$ cat src/rtl/wb_arbiter.sv
// Writeback arbiter: merges the single-cycle ALU result stream and a FIFO-buffered
// memory/multiply result stream onto the register file's single write port.
// The ALU wins by default; a starvation counter forces the FIFO head through after
// STARVE_LIMIT consecutive ALU wins while buffered results are waiting.
module wb_arbiter #(
  parameter int DEPTH        = 4,
  parameter int STARVE_LIMIT = 3
) (
  input  logic                     clk,
  input  logic                     rst,
  input  logic                     alu_valid,
  output logic                     alu_ready,
  input  logic [4:0]               alu_addr,
  input  logic [35:0]              alu_data,
  input  logic                     mem_valid,
  output logic                     mem_ready,
  input  logic [4:0]               mem_addr,
  input  logic [35:0]              mem_data,
  output logic [35:0]              write_data,
  output logic [4:0]               write_addr,
  output logic                     write_enable,
  output logic [$clog2(DEPTH):0]   fifo_count,
  output logic                     busy
);

  localparam int AW     = $clog2(DEPTH);
  localparam int CW     = AW + 1;
  localparam int SW_MIN = $clog2(STARVE_LIMIT + 1);
  localparam int SW     = (SW_MIN > 3) ? SW_MIN : 3;

  localparam logic [CW-1:0] FULL_COUNT = CW'(DEPTH);
  localparam logic [SW-1:0] STARVE_MAX = SW'(STARVE_LIMIT);

  // FIFO storage; contents are never reset, only the pointers/count are
  logic [4:0]    r_fifo_addr [DEPTH];
  logic [35:0]   r_fifo_data [DEPTH];

  logic [AW-1:0] r_wr_ptr;
  logic [AW-1:0] r_rd_ptr;
  logic [CW-1:0] r_count;
  logic [SW-1:0] r_starve;
  logic          r_we;
  logic [4:0]    r_waddr;
  logic [35:0]   r_wdata;

  logic          w_empty;
  logic          w_force;
  logic          w_push;
  logic          w_grant_alu;
  logic          w_grant_fifo;
  logic [4:0]    w_head_addr;
  logic [35:0]   w_head_data;
  logic [4:0]    w_grant_addr;
  logic [35:0]   w_grant_data;
  logic [SW-1:0] w_starve_next;

  assign w_empty     = (r_count == '0);
  assign w_force     = !w_empty && (r_starve == STARVE_MAX);
  assign mem_ready   = (r_count != FULL_COUNT);
  assign w_push      = mem_valid && mem_ready;
  assign alu_ready   = !w_force;
  assign w_head_addr = r_fifo_addr[r_rd_ptr];
  assign w_head_data = r_fifo_data[r_rd_ptr];

  // Per-entry storage write: only the slot under the write pointer captures a push
  genvar gi;
  generate
    for (gi = 0; gi < DEPTH; gi++) begin : g_entry
      always_ff @(posedge clk) begin
        if (w_push && (r_wr_ptr == AW'(gi))) begin
          r_fifo_addr[gi] <= mem_addr;
          r_fifo_data[gi] <= mem_data;
        end
      end
    end
  endgenerate

  // Grant selection and starvation-counter next value
  always_comb begin
    w_grant_alu   = 1'b0;
    w_grant_fifo  = 1'b0;
    w_grant_addr  = alu_addr;
    w_grant_data  = alu_data;
    w_starve_next = r_starve;
    if (w_force) begin
      w_grant_fifo = 1'b1;
    end else if (alu_valid) begin
      w_grant_alu = 1'b1;
    end else if (!w_empty) begin
      w_grant_fifo = 1'b1;
    end
    if (w_grant_fifo) begin
      w_grant_addr = w_head_addr;
      w_grant_data = w_head_data;
    end
    if (w_grant_fifo || w_empty) begin
      w_starve_next = '0;
    end else if (w_grant_alu && (r_starve != STARVE_MAX)) begin
      w_starve_next = r_starve + SW'(1);
    end
  end

  // FIFO pointers and occupancy; a full FIFO refuses pushes even while popping
  always_ff @(posedge clk or posedge rst) begin
    if (rst) begin
      r_wr_ptr <= '0;
      r_rd_ptr <= '0;
      r_count  <= '0;
    end else begin
      if (w_push) begin
        r_wr_ptr <= r_wr_ptr + AW'(1);
      end
      if (w_grant_fifo) begin
        r_rd_ptr <= r_rd_ptr + AW'(1);
      end
      case ({w_push, w_grant_fifo})
        2'b10:   r_count <= r_count + CW'(1);
        2'b01:   r_count <= r_count - CW'(1);
        default: r_count <= r_count;
      endcase
    end
  end

  // Starvation counter register
  always_ff @(posedge clk or posedge rst) begin
    if (rst) begin
      r_starve <= '0;
    end else begin
      r_starve <= w_starve_next;
    end
  end

  // Register-file write port; r0 writes are consumed but never enabled
  always_ff @(posedge clk or posedge rst) begin
    if (rst) begin
      r_we    <= 1'b0;
      r_waddr <= '0;
      r_wdata <= '0;
    end else if (w_grant_alu || w_grant_fifo) begin
      r_we    <= (w_grant_addr != 5'd0);
      r_waddr <= w_grant_addr;
      r_wdata <= w_grant_data;
    end else begin
      r_we    <= 1'b0;
    end
  end

  assign write_enable = r_we;
  assign write_addr   = r_waddr;
  assign write_data   = r_wdata;
  assign fifo_count   = r_count;
  assign busy         = (r_count != '0) || r_we;

endmodule

$ cat config.mk
export PLATFORM = sky130hd
export DESIGN_NAME = wb_arbiter
export DESIGN_NICKNAME = d
export VERILOG_FILES = /design/src/rtl/wb_arbiter.sv
export SDC_FILE = /design/constraint.sdc
export NUM_CORES = 1
export LEC_CHECK = 0
export CAP_MARGIN = 20
export CORE_ASPECT_RATIO = 1.1
export CORE_MARGIN = 2
export CORE_UTILIZATION = 50
export CTS_BUF_LIST = sky130_fd_sc_hd__clkbuf_4
export CTS_CLUSTER_DIAMETER = 120
export CTS_CLUSTER_SIZE = 24
export DETAILED_ROUTE_END_ITERATION = 10
export PLACE_DENSITY = 0.78
export SLEW_MARGIN = 5
export SYNTH_ARGS = -nofsm -noshare
export SYNTH_HDL_FRONTEND = slang
export SYNTH_SLANG_ARGS = --single-unit
$ cat constraint.sdc
create_clock -name clk -period 2.35 [get_ports clk]
set_clock_uncertainty 0.15 [all_clocks]
set_input_delay 0.47 -clock clk [delete_from_list [all_inputs] [get_ports clk]]
set_output_delay 0.47 -clock clk [all_outputs]
set_load 0.03 [all_outputs]
==> results <==
[path summary, 6_finish.rpt]
kind,endpoint,slack [ns],cells past startpoint,from
max reg2reg,fifo_count[2],0.11,11,r_starve[0]
min in group clk,write_addr[2],0.13,3,alu_valid
min,write_data[32],0.04,3,rst
max in group asynchronous,write_data[13],1.73,3,rst
min reg2reg,write_addr[1],0.40,1,write_addr[1]
max,alu_ready,-0.13,6,r_starve[0]
[stage by stage]
step,hold WS [ns],worst slack (ns),util (%),setup TNS (ns),area [um2]
2_1_floorplan,0.258,0.0115,-,0,8670
3_3_place_gp,0.268,-0.0116,61.7,-0.0116,10500
3_5_place_dp,0.298,-0.122,61.7,-3.41,10500
4_1_cts,0.0408,-0.126,63.1,-0.581,10700
5_1_grt,0.0367,-0.205,64.1,-0.205,10900
6_report,0.0354,-0.128,64.1,-0.128,10900
[cell families after synthesis]
family	after synthesis
mux	44
buf+inv	40
flops	216
fa+ha+maj	8
compound gates	122
xor+xnor	6
simple gates	67
[per-layer routing]
layer / vias to the layer above / share of wire (%) / track usage, %
met4: 0 / 2.2 / 4.53
met5: - / 0 / 0
met3: 35 / 5.1 / 2.26
li1: 2293 / - / -
met2: 191 / 52 / 36.4
met1: 2668 / 41 / 27.6
[flip-flops by register name (all words and copies together), names as in the netlist]
name and cells:
fifo_count 3, r_fifo_addr 20, r_fifo_data 144, r_rd_ptr 2
r_starve 3, r_wr_ptr 2, write_addr 5, write_data 36
write_enable 1
[cells in the final DEF, fill, tap and decap left out, types with 2 or more instances in the layout]
cell type,instances
sky130_fd_sc_hd__ha_2,2
sky130_fd_sc_hd__o21ai_1,5
sky130_fd_sc_hd__a21oi_1,37
sky130_fd_sc_hd__buf_6,5
sky130_fd_sc_hd__inv_2,3
sky130_fd_sc_hd__and2_1,36
sky130_fd_sc_hd__dlymetal6s2s_1,37
sky130_fd_sc_hd__clkbuf_4,20
sky130_fd_sc_hd__xnor2_1,3
sky130_fd_sc_hd__clkdlybuf4s50_1,87
sky130_fd_sc_hd__o21ai_0,32
sky130_fd_sc_hd__inv_1,7
sky130_fd_sc_hd__buf_2,2
sky130_fd_sc_hd__nor2_1,4
sky130_fd_sc_hd__a31oi_1,4
sky130_fd_sc_hd__o22ai_1,3
sky130_fd_sc_hd__nand2_1,12
sky130_fd_sc_hd__edfxtp_1,164
sky130_fd_sc_hd__buf_4,28
sky130_fd_sc_hd__mux4_2,41
sky130_fd_sc_hd__ha_1,4
sky130_fd_sc_hd__and3_2,4
sky130_fd_sc_hd__xor2_1,3
sky130_fd_sc_hd__mux2_2,2
sky130_fd_sc_hd__and2_4,2
sky130_fd_sc_hd__dfrtp_1,50
sky130_fd_sc_hd__a22oi_1,36
sky130_fd_sc_hd__dlygate4sd2_1,5
sky130_fd_sc_hd__buf_12,10
[final cells by class]
type / instances / area share, %
flip-flops and latches: 216 / 57.2
inverters: 10 / 0.344
clock buffers: 20 / 1.38
diodes: 1 / 0.0230
well taps: 234 / 2.69
repair buffers: 175 / 17.3
multi-input cells: 247 / 21.2
[where the power goes]
| part | leakage, uW | switching (uW) | total (uW) | internal, uW |
|---|---|---|---|---|
| Sequential | 0.00212 | 458 | 5610 | 5150 |
| Combinational | 0.00191 | 2980 | 5550 | 2570 |
| Clock | 0.0000920 | 1020 | 1410 | 382 |
[worst register-to-register path, cell delays in order (launching register included)]
cell                      delay [ns]
sky130_fd_sc_hd__dfrtp_1        0.40
sky130_fd_sc_hd__ha_2           0.19
sky130_fd_sc_hd__ha_4           0.15
sky130_fd_sc_hd__buf_6          0.12
sky130_fd_sc_hd__nor2b_2        0.06
sky130_fd_sc_hd__nor2_2         0.13
sky130_fd_sc_hd__ha_2           0.20
sky130_fd_sc_hd__inv_1          0.06
sky130_fd_sc_hd__fa_2           0.33
sky130_fd_sc_hd__xor2_1         0.15
sky130_fd_sc_hd__nor2_1         0.11
sky130_fd_sc_hd__xor2_1         0.14
[what timing repair did]
action	in CTS	in global routing
setup endpoints to repair	44	42
pin swaps	7	5
gates cloned	0	0
resized for setup	24	50
setup buffers	6	4
==> results.txt <==
----------------------------------------------------
[Global route]
  Grt total ovfl ... 0
  Number of antenna violations at the first check in global routing ... 1
  Wire length of the first global-routing pass ... 28900 um
  Maximum number of pins on one net before global-route repair ... 53
  Via count of the first global-routing pass ... 5461
  GRT Total Usage ... 20.5%

[STA]
  Hold Violations, Final ... 0
  Final worst-path setup slack ... -0.128 ns
  Transition time of the tightest slew-check pin ... 0.513 ns
  Fmax achieved ... 404 MHz
  Slew margin rel. ... 65.7%
  Final clock period utilization by the worst path ... 105%
  Setup repair after global routing missed its margin ... true
  Endpoints failing setup ... 1
  Max Transition Viols Final ... 0
  Clock period minus worst slack ... 2.48 ns

[Setup path]
  Worst endpoint required time ... 1.73 ns
  Number of buffers and inverters on the critical path ... 3
  Critical path fanouts, max ... 3
  Critical Path End Type ... output port
  Worst-path cell with the longest stage delay ... sky130_fd_sc_hd__dfrtp_1
  Arrival time at the worst endpoint ... 1.86 ns
  Critical path startpoint category ... flop
  Critical path's largest stage delay ... 0.43 ns
  CP cell instances ... ha_2 -> ha_4 -> buf_12 -> and2_4 -> inv_2 -> buf_6
  Kind of critical path ... reg2out
  Largest delay share family, worst path ... flip-flops

[Yosys]
  Synthesized instance count ... 503
  Simple-gate portion of the synthesized area ... 4.57%
  Number of synthesis warnings ... 0
  Async SR Flop Fraction ... 24.1%
  Sequential element share of the synthesized area ... 71.9%
  Ranking of synthesized cells by instance count ... sky130_fd_sc_hd__edfxtp_1, sky130_fd_sc_hd__dfrtp_1, sky130_fd_sc_hd__mux4_2
  Dominant cells by area after synthesis ... sky130_fd_sc_hd__edfxtp_1, sky130_fd_sc_hd__dfrtp_1, sky130_fd_sc_hd__mux4_2, sky130_fd_sc_hd__a22oi_1, sky130_fd_sc_hd__and2_1
  Netlist area before placement ... 8650 um2
  Nets in the synthesized netlist ... 597
  Most frequently used flop master after synthesis ... sky130_fd_sc_hd__edfxtp_1
  Post-synth EDFFs ... 164
  Mean area per synthesized cell ... 17.2 um2
  Fraction of synthesized cell area taken by the top area cell type ... 56.9%
  Cell type with the largest total area after synthesis ... sky130_fd_sc_hd__edfxtp_1
  Leading cell type by number of instances after synthesis ... sky130_fd_sc_hd__edfxtp_1
  Post-synth cell types ... 37
  Share of the synthesized netlist area taken by xor and xnor gates ... 0.607%
  Main combinational cell family by area after synthesis ... multiplexers
  Flop and latch count out of synthesis ... 216
  Adder-cell share of the synthesized area ... 1.24%
  Proportion of synthesized area in mux cells ... 11.0%
  Share of the synthesized area in compound gates (AO/OA/AOI/OAI) ... 8.50%

[Die]
  Die footprint ... 18400 um2
  Floorplan die height ... 142 um
  Number of primary I/O pins ... 134
  Horizontal die dimension ... 129 um
  Placeable Area ... 17000 um2
  Initial standard-cell utilization of the core ... 50.9%
  Floorplan row count ... 50

[Clocking]
  Clock tree from TritonCTS ... built
  Hold buffer count at cts ... 0
  Number of buffers on the longest clock path ... 3
  # clock sinks ... 216
  Master cell of the clock root buffer ... sky130_fd_sc_hd__clkbuf_4
  Number of clock buffers inserted by TritonCTS ... 12
  Clk pin slew, worst setup/hold paths ... 0.23 ns
  Clk Latency, worst-skew pair ... 0.61 ns
  Htree depth ... 1

[Detailed routing]
  Number of nets still failing antenna checks after routing ... 0
  Drt pass-1 iters ... 5
  Routed vias ... 5187
  WL per Instance ... 21.0 um
  DRC violation count after routing ... 0
  Number of violations reported at the end of detailed-routing iteration 0 ... 373
  Routed vias/inst ... 5.74
  Post-Route WL ... 18900 um

[Layout]
  Area occupied by multi-input gates ... 2310 um2
  Layout cells sized above 1 ... 19.6%
  Synthesis-to-layout area growth ... 26.0%
  Fillers ... 1204
  Final std cells w/o fill ... 903
  Area occupied by registers ... 6230 um2
  Number of nets at the end of the flow ... 756

[Run status]
  Violations in the final reports ... setup timing
  Status ... finished with violations

[Pwr]
  Peak ir drop on the vdd network ... 0.000554 V
  Total power after layout ... 12600 uW
  Ratio of total power to cell area ... 1150 nW/um2
  LEAKAGE ... 0.00412 uW

[Flow run]
  Count of maximum capacitance violations ... 0

[Placement]
  Placed Cells ... 871
  Input/output buffers ... 133
  Routability congestion estimate ... 0.785
  Half-perimeter wire length of the detailed placement result ... 12700 um

[Hold path]
  Hold WC Path Type ... in2async

----------------------------------------------------
Note: power is estimated with default switching activity, not from simulation.
